**src/rtl/muldiv_pkg.sv**
```systemverilog
// Shared CPU definitions: op codes, multiply/divide FSM states, ALU modes, flag bus.
// Latency: n/a (types, constants and a pure combinational helper only).
// Backpressure: n/a.
package muldiv_pkg;

  localparam int unsigned DW = 8;
  localparam logic [2:0] LAST_ITER = 3'd7;

  typedef enum logic {
    OP_MUL = 1'b0,
    OP_DIV = 1'b1
  } op_e;

  typedef enum logic [1:0] {
    ST_IDLE = 2'd0,
    ST_RUN  = 2'd1,
    ST_DONE = 2'd2
  } state_e;

  typedef enum logic [2:0] {
    ALU_ADD = 3'd0,
    ALU_SUB = 3'd1,
    ALU_AND = 3'd2,
    ALU_OR  = 3'd3,
    ALU_XOR = 3'd4,
    ALU_SHL = 3'd5,
    ALU_SHR = 3'd6,
    ALU_PASS = 3'd7
  } alu_mode_e;

  // Same bit meaning as the ALU flag bus so the flag register needs no remap.
  typedef struct packed {
    logic c;
    logic z;
    logic n;
  } flags_t;

  // acc holds the 16-bit product (MUL) or the quotient in acc[7:0] (DIV).
  function automatic flags_t muldiv_flags(op_e op, logic [15:0] acc, logic [DW-1:0] divisor);
    flags_t f;
    if (op == OP_MUL) begin
      f.c = |acc[15:8];
      f.z = (acc == 16'h0000);
      f.n = acc[15];
    end else begin
      f.c = (divisor == '0);
      f.z = (acc[7:0] == 8'h00);
      f.n = acc[7];
    end
    return f;
  endfunction

endpackage

```
**src/rtl/muldiv.sv**
```systemverilog
// Iterative unsigned 8x8 multiply (shift-add) / 8/8 divide (restoring), one bit per cycle.
// Latency: start accepted at edge k -> busy after k+1..k+8, done pulse after k+9.
// Backpressure: none queued; start is ignored while an operation is in flight.
module muldiv
  import muldiv_pkg::*;
(
  input  logic          clk,
  input  logic          rst,
  input  logic          start,
  input  logic          op,
  input  logic [DW-1:0] dataA,
  input  logic [DW-1:0] dataB,
  output logic          busy,
  output logic          done,
  output logic [DW-1:0] outH,
  output logic [DW-1:0] outL,
  output logic          cout,
  output logic          zout,
  output logic          nout
);

  state_e        state_q;
  logic [2:0]    cnt_q;
  op_e           op_q;
  logic [DW-1:0] opa_q;
  logic [DW-1:0] opb_q;
  logic [15:0]   acc_q, acc_d;
  logic [8:0]    rem_q, rem_d;
  logic          busy_q, done_q;
  logic [DW-1:0] outh_q, outl_q;
  flags_t        flags_q, flags_d;

  logic [8:0]    mul_sum;
  logic [9:0]    div_shift;
  logic          div_ge;

  // One iteration of the shared datapath: add-and-shift-right for MUL,
  // shift-left-and-trial-subtract for DIV (quotient bits enter acc[0]).
  always_comb begin
    mul_sum   = {1'b0, acc_q[15:8]} + (acc_q[0] ? {1'b0, opa_q} : 9'd0);
    div_shift = {rem_q, acc_q[7]};
    div_ge    = (div_shift >= {2'b00, opb_q});
    acc_d     = acc_q;
    rem_d     = rem_q;
    if (op_q == OP_MUL) begin
      acc_d = {mul_sum, acc_q[7:1]};
    end else begin
      acc_d = {acc_q[15:8], acc_q[6:0], div_ge};
      rem_d = div_ge ? 9'(div_shift - {2'b00, opb_q}) : div_shift[8:0];
    end
    flags_d = muldiv_flags(op_q, acc_q, opb_q);
  end

  // Control FSM, operand latch, iteration and registered result/status outputs.
  // busy/done are registered from the state, so they trail it by one cycle.
  always_ff @(posedge clk) begin
    if (rst) begin
      state_q <= ST_IDLE;
      cnt_q   <= 3'd0;
      op_q    <= OP_MUL;
      opa_q   <= '0;
      opb_q   <= '0;
      acc_q   <= '0;
      rem_q   <= '0;
      busy_q  <= 1'b0;
      done_q  <= 1'b0;
      outh_q  <= '0;
      outl_q  <= '0;
      flags_q <= '0;
    end else begin
      busy_q <= (state_q == ST_RUN);
      done_q <= (state_q == ST_DONE);
      case (state_q)
        ST_IDLE: begin
          if (start) begin
            op_q    <= op_e'(op);
            opa_q   <= dataA;
            opb_q   <= dataB;
            // MUL consumes the multiplier from acc[0]; DIV shifts the dividend out of acc[7].
            acc_q   <= {8'h00, op ? dataA : dataB};
            rem_q   <= '0;
            cnt_q   <= 3'd0;
            state_q <= ST_RUN;
          end
        end
        ST_RUN: begin
          acc_q <= acc_d;
          rem_q <= rem_d;
          cnt_q <= cnt_q + 3'd1;
          if (cnt_q == LAST_ITER) begin
            state_q <= ST_DONE;
          end
        end
        ST_DONE: begin
          outh_q  <= (op_q == OP_MUL) ? acc_q[15:8] : rem_q[7:0];
          outl_q  <= acc_q[7:0];
          flags_q <= flags_d;
          state_q <= ST_IDLE;
        end
        default: state_q <= ST_IDLE;
      endcase
    end
  end

  assign busy = busy_q;
  assign done = done_q;
  assign outH = outh_q;
  assign outL = outl_q;
  assign cout = flags_q.c;
  assign zout = flags_q.z;
  assign nout = flags_q.n;

endmodule

```
**config.mk**
```make
export PLATFORM = sky130hd
export DESIGN_NAME = muldiv
export DESIGN_NICKNAME = d
export VERILOG_FILES = /design/src/rtl/muldiv_pkg.sv /design/src/rtl/muldiv.sv
export SDC_FILE = /design/constraint.sdc
export NUM_CORES = 1
export LEC_CHECK = 0
export CORE_ASPECT_RATIO = 0.5
export CORE_MARGIN = 1.5
export CORE_UTILIZATION = 40
export CTS_BUF_LIST = sky130_fd_sc_hd__clkbuf_16
export DETAILED_ROUTE_END_ITERATION = 16
export PLACE_DENSITY = 0.6
export SETUP_SLACK_MARGIN = 0.1
export SLEW_MARGIN = 25
export SYNTH_ARGS = -nofsm -noshare
export SYNTH_HDL_FRONTEND = slang
export SYNTH_SLANG_ARGS = --single-unit
export TNS_END_PERCENT = 10
```
**constraint.sdc**
```tcl
create_clock -name clk -period 4 [get_ports clk]
set_input_delay 0.8 -clock clk [delete_from_list [all_inputs] [get_ports clk]]
set_output_delay 0.8 -clock clk [all_outputs]
set_load 0.005 [all_outputs]
```
==> metrics.md <==
| Metric | Value |
|---|---|
| Status | `complete, no violations` |
| Chip height | `69.0 µm` |
| Max Clock Freq | `365 MHz` |
| Clk_lat worst skew | `about 330 ps` |
| Slowest stage delay, CP | `between 500 and 600 ps` |
| Critical-path top delay cell | `o211ai_2` |
| Max Cap Viol | `0` |
| Post-route non-filler standard cell count | `568` |
| Post-CTS Hold Fix Bufs | `0` |
| Synthesized cell area | `0.00349 mm²` |
| Root Buffer | `clkbuf_16` |
| Critical path type | `reg2reg` |
| Total die area | `~0.0093 mm²` |
| Dpl hpwl | `6650 µm` |
| Critical Path RT | `4220 ps` |
| Post-CTS Setup Repair Bufs | `0` |
| Place WS | `1290 ps` |
| DP Cell Count | `552` |
| Antenna Cells | `0` |
| CTS tree | `yes` |
| Clk sinks | `68` |
| Pwr Density | `roughly 420 mW/mm²` |
| Post-Synth Simple-Gate Area | `19.4%` |
| Setup crit end kind | `register` |
| H-tree depth | `3` |
| Critical Path, Cell by Cell | `inv_1 > ha_1 > fa_1 > nand2b_1 > a211oi_2 > a211oi_2 > o211ai_2 > mux2i_1 > a32o_1` |
| Vias | `3018` |
| Cts repair resizes | `0` |
| Pre-antenna DRT Iters | `5` |
| Final Critical Period | `2740 ps` |
| Most used DFF post-synth | `dfxtp_1` |
| Fill count | `831` |
| RSZ-0062 raised after global routing | `false` |
| Post-Synth XOR/XNOR Area | `3.01%` |
| Final ANT Viol Nets | `0` |
| Starting Density | `42.4%` |
| Chip width | `about 140 µm` |
| Synth Register Bits | `68` |
| Post-route setup slack | `1260 ps` |
| Path type of the worst min-delay path | `reg2reg` |
| Slew Limit Headroom | `49.6%` |
| Initial antenna violation count | `0` |
| Min Hold Slack | `~450 ps` |
| DR iter-0 viols | `219` |
| Mean area per synthesized cell | `8.34 µm²` |
| Num rows | `23` |
| Post-route cell area | `0.00427 mm²` |
| Complex-gate fraction of the synthesized area | `20.0%` |
| Fin Setup TNS | `0 ps` |
| Post-synth net total | `458` |
| Cts bufs inserted | `9` |
| Async SR Flop Fraction | `0%` |
| Main combinational cell family by area after synthesis | `compound AO/OA/AOI/OAI gates` |
| Final Hold Vio Count | `0` |
| Crit path max fanout | `10` |
| IO buf count | `40` |
| Post-route DRC | `0` |
| NumNets Final | `491` |
| Gate Count Post-Synth | `about 420` |
| Global Route Usage Sum | `between 20% and 30%` |
| Synth Area in Adders | `7.61%` |
| Vias per std cell | `~5.3` |
| Gpl congestion | `0.880` |
| Ys Warns | `0` |
| Core area | `0.00823 mm²` |
| Max clock buf depth | `2` |
| First-pass GRT wire length | `14800 µm` |
| Fin crit share | `68.5%` |
| Seq. cell area | `0.00136 mm²` |
| Most used cell, CP | `a211oi_2` |
| Post-synth EDFFs | `0` |
| Mux cell area share after synthesis | `6.89%` |
| Largest net degree at the start of global routing | `49` |
| Seq/Total Area, Yosys | `39.0%` |
| Cell variety after synth | `a little over 40` |
| Clock transition at the registers of the reported paths | `approximately 50 ps` |
| Critical Path Source Type | `register` |
| Global route total overflow | `0` |
| Max IR drop VDD | `0.210 mV` |
| Worst-margin pin slew | `754 ps` |
| Endpoints failing setup | `0` |
| Wirelength, routed | `8890 µm` |
| Leak | `1.67 nW` |
| I/O Pins | `between 40 and 50` |
| Multi-input logic area | `0.00198 mm²` |
| Layout Skew | `just under 9 ps` |
| Area growth syn-to-layout | `22.6%` |
| Layout cell share with drive strength beyond 1 | `5.48%` |
| Area post-placement | `0.00396 mm²` |
| Routed length per placed instance | `15.7 µm` |
| Vias in the first global route | `2787` |
| Data arrival, critical path | `2960 ps` |
| Slew Limit Fails | `0` |
==> cells in the mapped netlist, types with 5 or more instances <==
master | instances | share of area, %
xnor2_1 | 6 | 1.5
and2_1 | 9 | 1.6
nor4_1 | 5 | 0.90
nor2b_1 | 10 | 1.8
ha_1 | 18 | 6.5
inv_1 | 10 | 1.1
dfxtp_1 | 68 | 39
a22oi_1 | 7 | 1.5
nand2b_1 | 8 | 1.4
buf_2 | 5 | 0.72
a21oi_1 | 45 | 6.5
nor3_1 | 6 | 0.86
mux2i_1 | 24 | 6.9
clkbuf_1 | 17 | 1.8
o21ai_0 | 15 | 2.2
nand2_1 | 66 | 7.1
xor2_1 | 6 | 1.5
a211oi_1 | 22 | 4.7
nor2_1 | 37 | 4.0
==> sequential cells by signal, summed over array words and instances, names as in the netlist, 2 cells and up <==
name and cells:
acc_q 16, cnt_q 3, opa_q 8, opb_q 8
outH 8, outL 8, rem_q 9, state_q 2
==> per-stage QoR <==
| step | power, W | utilization, % |
|---|---|---|
| after floorplan | 0.000914 | - |
| after global placement | 0.000981 | 48.2 |
| after detailed placement | 0.000981 | 48.2 |
| after CTS | 0.00180 | 51.9 |
| after global routing | 0.00187 | 51.9 |
| final | 0.00179 | 51.9 |
==> area by class of cell <==
type,count,area share (%)
clock buffer,9,5.27
clock inverter,7,1.99
inverter,10,0.878
multi-input combinational,316,46.4
sequential,68,31.9
tap,112,3.28
timing repair buffer,46,10.3
==> logic make-up (layout without fill, tap and decap cells) <==
| family | after synthesis | in the layout |
|---|---|---|
| AOI/OAI and AO/OA | 109 | 109 |
| and+or+nand+nor | 151 | 151 |
| buffers and inverters | 34 | 72 |
| DFF | 68 | 68 |
| adders and majority gates | 20 | 20 |
| muxes | 24 | 24 |
| xor gates and xnor gates | 12 | 12 |
==> power by group <==
group	internal (W)	switching, W
sequential	0.000700	0.0000272
clock	0.000538	0.000282
combinational	0.000105	0.000137
total	0.00134	0.000446
==> layout by cell type (no fill, tap or decap), types with 2 or more instances in the layout <==
| master | synthesis | routed |
|---|---|---|
| dfxtp_1 | 68 | 68 |
| a21o_1 | 2 | 2 |
| and2_1 | 9 | 9 |
| o21ai_0 | 15 | 15 |
| nand3_1 | 4 | 4 |
| nand2_1 | 66 | 66 |
| ha_1 | 18 | 18 |
| fa_1 | 2 | 2 |
| mux2i_1 | 24 | 24 |
| a21oi_1 | 45 | 45 |
| nor3_1 | 6 | 6 |
| a211oi_2 | 2 | 2 |
| a211oi_1 | 22 | 22 |
| xor2_1 | 6 | 6 |
| nor2_1 | 37 | 37 |
| xnor2_1 | 6 | 6 |
| clkdlybuf4s50_1 | 0 | 39 |
| bufinv_16 | 0 | 2 |
| nand3b_1 | 2 | 2 |
| a32o_1 | 2 | 2 |
| buf_4 | 0 | 6 |
| nor2b_1 | 10 | 10 |
| nand2b_1 | 8 | 8 |
| o21bai_1 | 2 | 2 |
| nand4_1 | 2 | 2 |
| clkbuf_16 | 0 | 9 |
| inv_1 | 10 | 13 |
| o31ai_1 | 3 | 3 |
| a22oi_1 | 7 | 7 |
| nor4_1 | 5 | 5 |
==> final timing paths <==
path                                from        to  slack, ps  cells past startpoint
worst max-delay path            acc_q[7]  rem_q[1]       1260                      9
worst min-delay path            opa_q[1]  opa_q[1]        450                      2
worst max register to register  acc_q[7]  rem_q[1]       1260                      9
worst min register to register  opa_q[1]  opa_q[1]        450                      2
==> per-layer routing <==
layer	GRT usage [%]	wire length, µm	vias up
met4	6.45	116	0
met1	30.9	4790	1392
met3	5.52	461	11
met2	28.5	3520	72
met5	0	0	-
li1	-	-	1543
==> worst max-delay path: cells and delay by family, from the launching register on <==
kind / cells / cell delay [ps]
AOI/OAI and AO/OA: 4 / 1140
adders and majority gates: 2 / 630
buffers and inverters: 1 / 100
DFF: 1 / 400
muxes: 1 / 160
and+or+nand+nor: 1 / 190
(Power assumes the default switching activity.)
